`src/rtl/lcd_pkg.sv`:
```
// Shared encodings for the LCD test-pattern writer: bar colours, pattern select and FSM states.
package lcd_pkg;

    localparam logic [15:0] RGB_WHITE   = 16'hFFFF;
    localparam logic [15:0] RGB_YELLOW  = 16'hFFE0;
    localparam logic [15:0] RGB_CYAN    = 16'h07FF;
    localparam logic [15:0] RGB_GREEN   = 16'h07E0;
    localparam logic [15:0] RGB_MAGENTA = 16'hF81F;
    localparam logic [15:0] RGB_RED     = 16'hF800;
    localparam logic [15:0] RGB_BLUE    = 16'h001F;
    localparam logic [15:0] RGB_BLACK   = 16'h0000;

    typedef enum logic [1:0] {
        PAT_BARS  = 2'd0,
        PAT_GRAD  = 2'd1,
        PAT_CHK   = 2'd2,
        PAT_SOLID = 2'd3
    } pat_sel_t;

    typedef enum logic [1:0] {
        ST_IDLE     = 2'd0,
        ST_FILL     = 2'd1,
        ST_WAIT_SOF = 2'd2
    } state_t;

    function automatic logic [15:0] bar_color(input logic [2:0] idx);
        case (idx)
            3'd0:    return RGB_WHITE;
            3'd1:    return RGB_YELLOW;
            3'd2:    return RGB_CYAN;
            3'd3:    return RGB_GREEN;
            3'd4:    return RGB_MAGENTA;
            3'd5:    return RGB_RED;
            3'd6:    return RGB_BLUE;
            default: return RGB_BLACK;
        endcase
    endfunction

endpackage

```
`src/rtl/lcd_pattern_pixel.sv`:
```
// RGB565 test-pattern generator: (x, y, bar index, select) -> pixel.
// Purely combinational; no backpressure of its own.
module lcd_pattern_pixel
    import lcd_pkg::*;
#(
    parameter int CHK_LOG2 = 5
) (
    input  logic [7:0]  x,
    input  logic [7:0]  y,
    input  logic [2:0]  bar,
    input  logic [1:0]  sel,
    output logic [15:0] pixel
);

    logic [4:0] grad_b;

    // Only the low 8 bits of x and y matter: the gradient wraps every 256 pixels.
    assign grad_b = 5'((x + y) >> 3);

    always_comb begin
        pixel = RGB_WHITE;
        case (sel)
            PAT_BARS:  pixel = bar_color(bar);
            PAT_GRAD:  pixel = {x[7:3], y[7:2], grad_b};
            PAT_CHK:   pixel = (x[CHK_LOG2] ^ y[CHK_LOG2]) ? RGB_WHITE : RGB_BLACK;
            PAT_SOLID: pixel = RGB_WHITE;
            default:   pixel = RGB_WHITE;
        endcase
    end

endmodule

```
`src/rtl/lcd_pattern_writer.sv`:
```
// Streams one RGB565 test frame per VSYNC fall into the display FIFO, high byte first.
// First write 3 cycles after VSYNC falls, then 1 byte/cycle; FIFO_FULL stalls writes with no loss.
module lcd_pattern_writer
    import lcd_pkg::*;
#(
    parameter int H_ACTIVE = 800,
    parameter int V_ACTIVE = 480,
    parameter int BAR_W    = 100,
    parameter int CHK_LOG2 = 5
) (
    input  logic       CLK,
    input  logic       nRST,
    input  logic       VSYNC,
    input  logic [1:0] PAT_SEL,
    input  logic       FIFO_FULL,
    output logic       FIFO_WE,
    output logic [7:0] FIFO_DI,
    output logic       FRAME_DONE,
    output logic       FRAME_ERR,
    output logic       BUSY
);

    localparam int XW = (H_ACTIVE > 1) ? $clog2(H_ACTIVE) : 1;
    localparam int YW = (V_ACTIVE > 1) ? $clog2(V_ACTIVE) : 1;
    localparam int BW = (BAR_W > 1) ? $clog2(BAR_W) : 1;
    localparam logic [XW-1:0] X_LAST  = XW'(H_ACTIVE - 1);
    localparam logic [YW-1:0] Y_LAST  = YW'(V_ACTIVE - 1);
    localparam logic [BW-1:0] BP_LAST = BW'(BAR_W - 1);

    logic          sync1, sync2, sync3, armed, sof;
    logic [1:0]    sync_vld;
    state_t        state, state_nxt;
    pat_sel_t      sel;
    logic [XW-1:0] x;
    logic [YW-1:0] y;
    logic [BW-1:0] bar_pos;
    logic [2:0]    bar_idx;
    logic          phase, last_write;
    logic [15:0]   pixel;

    // Flops reset to 1, so a VSYNC already low at reset release must not look like a
    // falling edge: arm only after a genuinely sampled high level has reached sync2.
    always_ff @(posedge CLK or negedge nRST) begin
        if (!nRST) begin
            sync1    <= 1'b1;
            sync2    <= 1'b1;
            sync3    <= 1'b1;
            sync_vld <= 2'b00;
            armed    <= 1'b0;
        end else begin
            sync1    <= VSYNC;
            sync2    <= sync1;
            sync3    <= sync2;
            sync_vld <= {sync_vld[0], 1'b1};
            if (sync_vld[1] && sync2) begin
                armed <= 1'b1;
            end
        end
    end

    assign sof        = armed && !sync2 && sync3;
    assign last_write = FIFO_WE && phase && (x == X_LAST) && (y == Y_LAST);

    always_ff @(posedge CLK or negedge nRST) begin
        if (!nRST) begin
            state <= ST_IDLE;
        end else begin
            state <= state_nxt;
        end
    end

    // A new frame start always wins, including over the final write of the current frame.
    always_comb begin
        state_nxt = state;
        if (sof) begin
            state_nxt = ST_FILL;
        end else if (state == ST_FILL && last_write) begin
            state_nxt = ST_WAIT_SOF;
        end
    end

    always_comb begin
        BUSY    = (state == ST_FILL);
        FIFO_WE = BUSY && !FIFO_FULL;
        FIFO_DI = 8'h00;
        if (BUSY) begin
            FIFO_DI = phase ? pixel[7:0] : pixel[15:8];
        end
    end

    always_ff @(posedge CLK or negedge nRST) begin
        if (!nRST) begin
            x       <= '0;
            y       <= '0;
            phase   <= 1'b0;
            bar_idx <= '0;
            bar_pos <= '0;
            sel     <= PAT_BARS;
        end else if (sof) begin
            x       <= '0;
            y       <= '0;
            phase   <= 1'b0;
            bar_idx <= '0;
            bar_pos <= '0;
            sel     <= pat_sel_t'(PAT_SEL);
        end else if (FIFO_WE) begin
            phase <= ~phase;
            if (phase) begin
                if (x == X_LAST) begin
                    x       <= '0;
                    bar_idx <= '0;
                    bar_pos <= '0;
                    y       <= (y == Y_LAST) ? '0 : y + 1'b1;
                end else begin
                    x <= x + 1'b1;
                    if (bar_pos == BP_LAST) begin
                        bar_pos <= '0;
                        bar_idx <= bar_idx + 1'b1;
                    end else begin
                        bar_pos <= bar_pos + 1'b1;
                    end
                end
            end
        end
    end

    always_ff @(posedge CLK or negedge nRST) begin
        if (!nRST) begin
            FRAME_DONE <= 1'b0;
            FRAME_ERR  <= 1'b0;
        end else begin
            FRAME_DONE <= last_write;
            FRAME_ERR  <= sof && (state == ST_FILL) && !last_write;
        end
    end

    lcd_pattern_pixel #(
        .CHK_LOG2 (CHK_LOG2)
    ) u_pixel (
        .x     (8'(x)),
        .y     (8'(y)),
        .bar   (bar_idx),
        .sel   (sel),
        .pixel (pixel)
    );

endmodule

```
`config.mk`:
```
export PLATFORM = sky130hd
export DESIGN_NAME = lcd_pattern_writer
export DESIGN_NICKNAME = d
export VERILOG_FILES = /design/src/rtl/lcd_pkg.sv /design/src/rtl/lcd_pattern_pixel.sv /design/src/rtl/lcd_pattern_writer.sv
export SDC_FILE = /design/constraint.sdc
export NUM_CORES = 1
export LEC_CHECK = 0
export ABC_AREA = 0
export BUFFER_PORTS_ARGS = -buffer_cell sky130_fd_sc_hd__buf_2
export CAP_MARGIN = 0
export CORE_MARGIN = 2
export CORE_UTILIZATION = 45
export DETAILED_ROUTE_END_ITERATION = 8
export GPL_TIMING_DRIVEN = 0
export PLACE_DENSITY = 0.76
export SETUP_SLACK_MARGIN = 0.02
export SYNTH_ARGS = -nofsm -noshare
export SYNTH_HDL_FRONTEND = slang
export SYNTH_SLANG_ARGS = --single-unit
```
`constraint.sdc`:
```
create_clock -name CLK -period 2.3 [get_ports CLK]
set_clock_uncertainty 0.15 [all_clocks]
set_input_delay 0.23 -clock CLK [delete_from_list [all_inputs] [get_ports CLK]]
set_output_delay 0.23 -clock CLK [all_outputs]
set_load 0.005 [all_outputs]
```
======== After elaboration in Yosys (flattened, before gate mapping) ========
Index checks and enable logic that the tools add are counted.
cells by class
  add/sub/neg operators ................... 5
  equality and inequality tests ........... 13
  mux-type cells .......................... 28
  bitwise logic cells ..................... 2
  reductions and logical operators ........ 23
operators with widths
  operator                                        number
  one-hot mux 16 bit (7 select lines)             1
  one-hot mux 16 bit (4 select lines)             1
  2-to-1 mux 9 bit                                5
  2-to-1 mux 10 bit                               4
  2-to-1 mux 7 bit                                5
  2-to-1 mux 16 bit                               1
  2-to-1 mux 8 bit                                2
  2-to-1 mux 3 bit                                5
  adder 10 x 1 -> 10 bit (second input constant)  1
  == test 10 bit (second input constant)          1
  logical AND 1 bit                               10
  adder 9 x 1 -> 9 bit (second input constant)    1
  == test 3 bit (second input constant)           3
  == test 9 bit (second input constant)           1
  adder 8 bit                                     1
  nonzero test 2 bit                              4
  adder 7 x 1 -> 7 bit (second input constant)    1
  == test 7 bit (second input constant)           1
  == test 3 x 2 -> 1 bit (second input constant)  2
  AND reduction 3 bit                             2
  == test 2 x 1 -> 1 bit (second input constant)  2
  == test 2 bit (second input constant)           2
  2-to-1 mux 2 bit                                2
  adder 3 x 1 -> 3 bit (second input constant)    1
  9 further kinds                                 12
word-level totals
  register bits after elaboration ......... 42
  input port bits ......................... 6

======== Depth between registers and ports, before layout ========
  depth in word-level cells ............... 8
  mapped depth ............................ 7

======== Hierarchy ========
A second synthesis with hierarchy kept.
unflattened totals
  cell total of the unflattened synthesis .. 278
  area, all modules ....................... 2590.0 µm²
by module, submodules not included
  module              instances  cells each  area an instance (µm²)  sequential area each (µm²)
  lcd_pattern_writer  1          219         2179.6                  1054.8
  lcd_pattern_pixel   1          59          410.4                   0.0

======== Worst setup path before layout ========
No wires, ideal clock.
  kind .................................... register to output
  from .................................... register y[5]
  to ...................................... output FIFO_DI[0]
  arrival time ............................ 1.867 ns
  required time ........................... 1.920 ns
  path slack .............................. 0.053 ns
  stages on the path, launching flop included .. 7
  path through ............................ dfrtp_1 > ha_1 > nor3b_1 > nor2_1 > and3_1 > o21a_1 > a221o_1
on the way
  cells in the longest elaborated chain, start to end .. 5
RTL lines
  item                                   RTL line                   RTL
  from (decl)                            lcd_pattern_writer.sv:35   logic [YW-1:0] y;
  from (signal assigned)                 lcd_pattern_writer.sv:113  y <= (y == Y_LAST) ? '0 : y + 1'b1;
  bitwise XOR 1 bit                      lcd_pattern_pixel.sv:25    PAT_CHK: pixel = (x[CHK_LOG2] ^ y[CHK_LOG2]) ? RGB_WHITE : RGB_BLACK;
  2-to-1 mux 16 bit                      lcd_pattern_pixel.sv:25
  one-hot mux 16 bit (4 select lines) *  lcd_pattern_pixel.sv:22    case (sel)
  2-to-1 mux 8 bit *                     lcd_pattern_writer.sv:87   FIFO_DI = phase ? pixel[7:0] : pixel[15:8];
  2-to-1 mux 8 bit *                     lcd_pattern_writer.sv:86   if (BUSY) begin
  to (decl)                              lcd_pattern_writer.sv:17   output logic [7:0] FIFO_DI,
Mark *: on every way between the ends. The rest lies on a longest branch, timed or not.

======== Worst setup path in the final report ========
  from .................................... register y[2]
  to ...................................... output FIFO_DI[2]
on the way
  cells in the longest elaborated chain, start to end .. 4
RTL lines
  item                                 RTL line                  RTL
  adder 8 bit                          lcd_pattern_pixel.sv:18   assign grad_b = 5'((x + y) >> 3);
  one-hot mux 16 bit (4 select lines)  lcd_pattern_pixel.sv:22
  2-to-1 mux 8 bit                     lcd_pattern_writer.sv:87
  2-to-1 mux 8 bit                     lcd_pattern_writer.sv:86
No other way between the ends.

==> impl_metrics.tcl <==
set metrics [dict create \
    die_h_um 78.76 \
    critPathLaunchType "register" \
    synth_ff_type "dfrtp_1" \
    ys_types 49 \
    cts-root-buf "clkbuf_8" \
    status "finished with violations" \
    cts.sinks 42 \
    io_buffers 17 \
    grt-ovfl-total 0 \
    drt_first_pass_iters 4 \
    maxSlewHeadroom_pct 39.86 \
    arrival_ns 2.10 \
    finalCritPeriodShare_pct 107.9 \
    yosysTopAreaCell "dfrtp_1" \
    failed_checks "negative setup slack" \
    synth.area.mux_share_pct 1.194 \
    fmax_ghz 0.4029 \
    synth.area.top_cells "dfrtp_1 39%, ha_1 7.0%, xor2_1 5.6%" \
    clk_pin_slew_ns 0.09 \
    ys_async_sr_fraction_pct 100.0 \
    cp_max_fo 3 \
    synthSimpleGateAreaFrac_pct 24.98 \
    fin_crit_ns 2.482 \
    antenna_left 0 \
    start_util_pct 46.24 \
    io_pins 18 \
    max_cap_violations 0 \
    yosysSeqAreaShare_pct 41.94 \
    synth_fa_ha_area_share_pct 6.965 \
    nFillCells 444 \
    vias 2256 \
    diodes 0 \
    grt_pass1_vias 2220 \
    synthXorXnorAreaFrac_pct 8.010 \
    hpwlAfterDp_um 4067 \
    routedWlPerCell_um 17.28 \
    synth_top_family_by_area "simple AND/OR/NAND/NOR gates" \
    cts_tree "yes" \
    p_leak_nw 1.430 \
    drcViolationCount 0 \
    clock_latency_ns 0.30 \
    grt_pass1_wl_um 10490 \
    ir_drop_v 0.0004727 \
    antenna_found_initial 0 \
    final_net_count 332 \
    synth_compound_area_share_pct 13.98 \
    cts_buffers 5 \
    place_ws_ns -0.2879 \
    grt_max_degree 43 \
    finalSetupTns_ns -0.7007 \
    vias_per_cell 5.860 \
    required_ns 1.92 \
    synth_edf_count 0 \
    dieArea_mm2 0.006202 \
    synth_area_mm2 0.002515 \
    wl_um 6651 \
    setup_viol 8 \
    critPathCaptureType "output pin" \
    cts_buffer_depth 2 \
    die_w_um 78.76 \
    rsz0062_at_grt "true" \
    avgSynthCellArea_um2 9.526 \
    p_per_area_mw_per_mm2 537.2 \
    worstHoldStart "FIFO_FULL" \
    drt_iter0_drc 176 \
    hold_path.class "in -> reg" \
    core-area_mm2 0.005439 \
    worst_pin_slew_ns 0.9021 \
    fin_ws_ns -0.1823 \
    ys_seq_elements 42 \
    drive_gt1_share_pct 32.27 \
    synth_nets 284 \
    synth_warnings 0 \
    crit-reg2reg-launch "x[5]" \
    routabilityCongestion 0.8491 \
    placedCellCount 353 \
    syn_inst 264 \
    critPathLaunch "y[2]" \
    finalMaxSlewViolations 0 \
    htreeDepth 2 \
    yosys.area.top_type_share_pct 38.81 \
    grt_usage_pct 21.78 \
    path_class "reg -> out" \
    rows 27 \
    final_cell_count_no_fill 385 \
    area_growth_pct 26.72 \
    final-hold-violation-count 0 \
]
[placed cells by master (no fill, tap or decap), types with 4 or more instances in the layout]
cell type / instances
inv_1: 8
nor3_1: 12
clkbuf_1: 4
buf_2: 19
dfrtp_1: 28
buf_4: 21
clkbuf_8: 5
nand4_1: 10
ha_1: 6
o21ai_0: 8
nand3_1: 11
a22o_1: 5
nor2_2: 4
ha_4: 6
nand2_1: 21
a21oi_1: 6
a21o_1: 4
dfrtp_2: 11
xor2_1: 16
nor3_2: 4
dlygate4sd3_1: 4
o22ai_1: 4
nor2_1: 25
xnor2_1: 7
[worst paths after layout]
check	end	slack, ns	depth (start not counted)
min in group asynchronous	armed	0.44	2
min reg2reg	sync_vld[1]	0.21	0
max in group asynchronous	x[5]	0.94	2
min	phase	0.08	4
max	FIFO_DI[2]	-0.18	7
max reg2reg	state[0]	0.14	6
[repair_timing]
| action | CTS | global route |
|---|---|---|
| setup buffers | 14 | 8 |
| pin swaps | 11 | 12 |
| hold endpoints to repair | 42 | 0 |
| endpoints found under the setup margin | 16 | 25 |
| hold buffers | 4 | 0 |
| cloned | 0 | 0 |
| resized for setup | 23 | 35 |
[sequential cells by signal (all words and copies together), names as in the netlist]
register,flops
FRAME_DONE,1
FRAME_ERR,1
armed,1
bar_idx,3
bar_pos,7
phase,1
sel,2
state,2
sync1,1
sync2,1
sync3,1
sync_vld,2
x,10
y,9
[report_power, final]
group / total [mW] / switching, mW / internal (mW)
logic: 0.388 / 0.211 / 0.177
registers: 0.839 / 0.0595 / 0.779
clock network: 0.486 / 0.272 / 0.213
total: 1.71 / 0.543 / 1.17
[metrics by stage]
stage	util (%)	total power [mW]	cell area [µm²]	hold WS, ns
finish	58.59	1.712	3187	0.08358
global route	58.59	1.804	3187	0.1232
global placement	49.46	1.155	2690	0.1854
CTS	55.19	1.687	3002	0.08897
floorplan	-	1.034	2515	-0.2156
detailed placement	49.46	1.163	2690	0.1888
[final cells by class]
class	instances	area (µm²)	share of cell area (%)
well taps	72	90.09	2.827
clock inverters	3	21.27	0.6675
flip-flops and latches	42	1069	33.53
inverters	10	37.54	1.178
clock buffers	5	68.82	2.159
repair buffers	42	282.8	8.873
multi-input cells	204	1588	49.82
plain buffers	7	30.03	0.9423
[cells in the mapped netlist, types with 6 or more instances]
library cell  count
nor2_1           29
nand2_1          22
nor3_1           17
clkbuf_1          6
dfrtp_1          39
a21oi_1           8
xor2_1           16
xnor2_1           7
nand4_1          10
inv_1            10
o21ai_0          13
ha_1             14
nand3_1          11
[worst max-delay path, stage by stage (launching register included)]
cell	delay (ns)
dfrtp_2	0.42
ha_1	0.33
a21oi_2	0.19
nand2_2	0.12
a31oi_4	0.20
xnor2_1	0.08
a221o_1	0.33
buf_2	0.13
[cell families (layout without fill, tap and decap cells)]
| group | Yosys count | after routing |
|---|---|---|
| AOI/OAI and AO/OA | 49 | 49 |
| xor gates and xnor gates | 23 | 23 |
| adders and majority gates | 14 | 14 |
| buffers and inverters | 18 | 67 |
| DFF | 42 | 42 |
| muxes | 3 | 3 |
| other | 1 | 1 |
| and+or+nand+nor | 114 | 114 |
[layer usage]
| layer | track usage [%] | up-vias | wire length [µm] |
|---|---|---|---|
| li1 | - | 1049 | - |
| met1 | 28.51 | 1118 | 2772 |
| met2 | 35.73 | 71 | 3385 |
| met3 | 3.409 | 18 | 322 |
| met4 | 9.825 | 0 | 170 |
| met5 | 0 | - | 0 |
(Power assumes the default switching activity.)
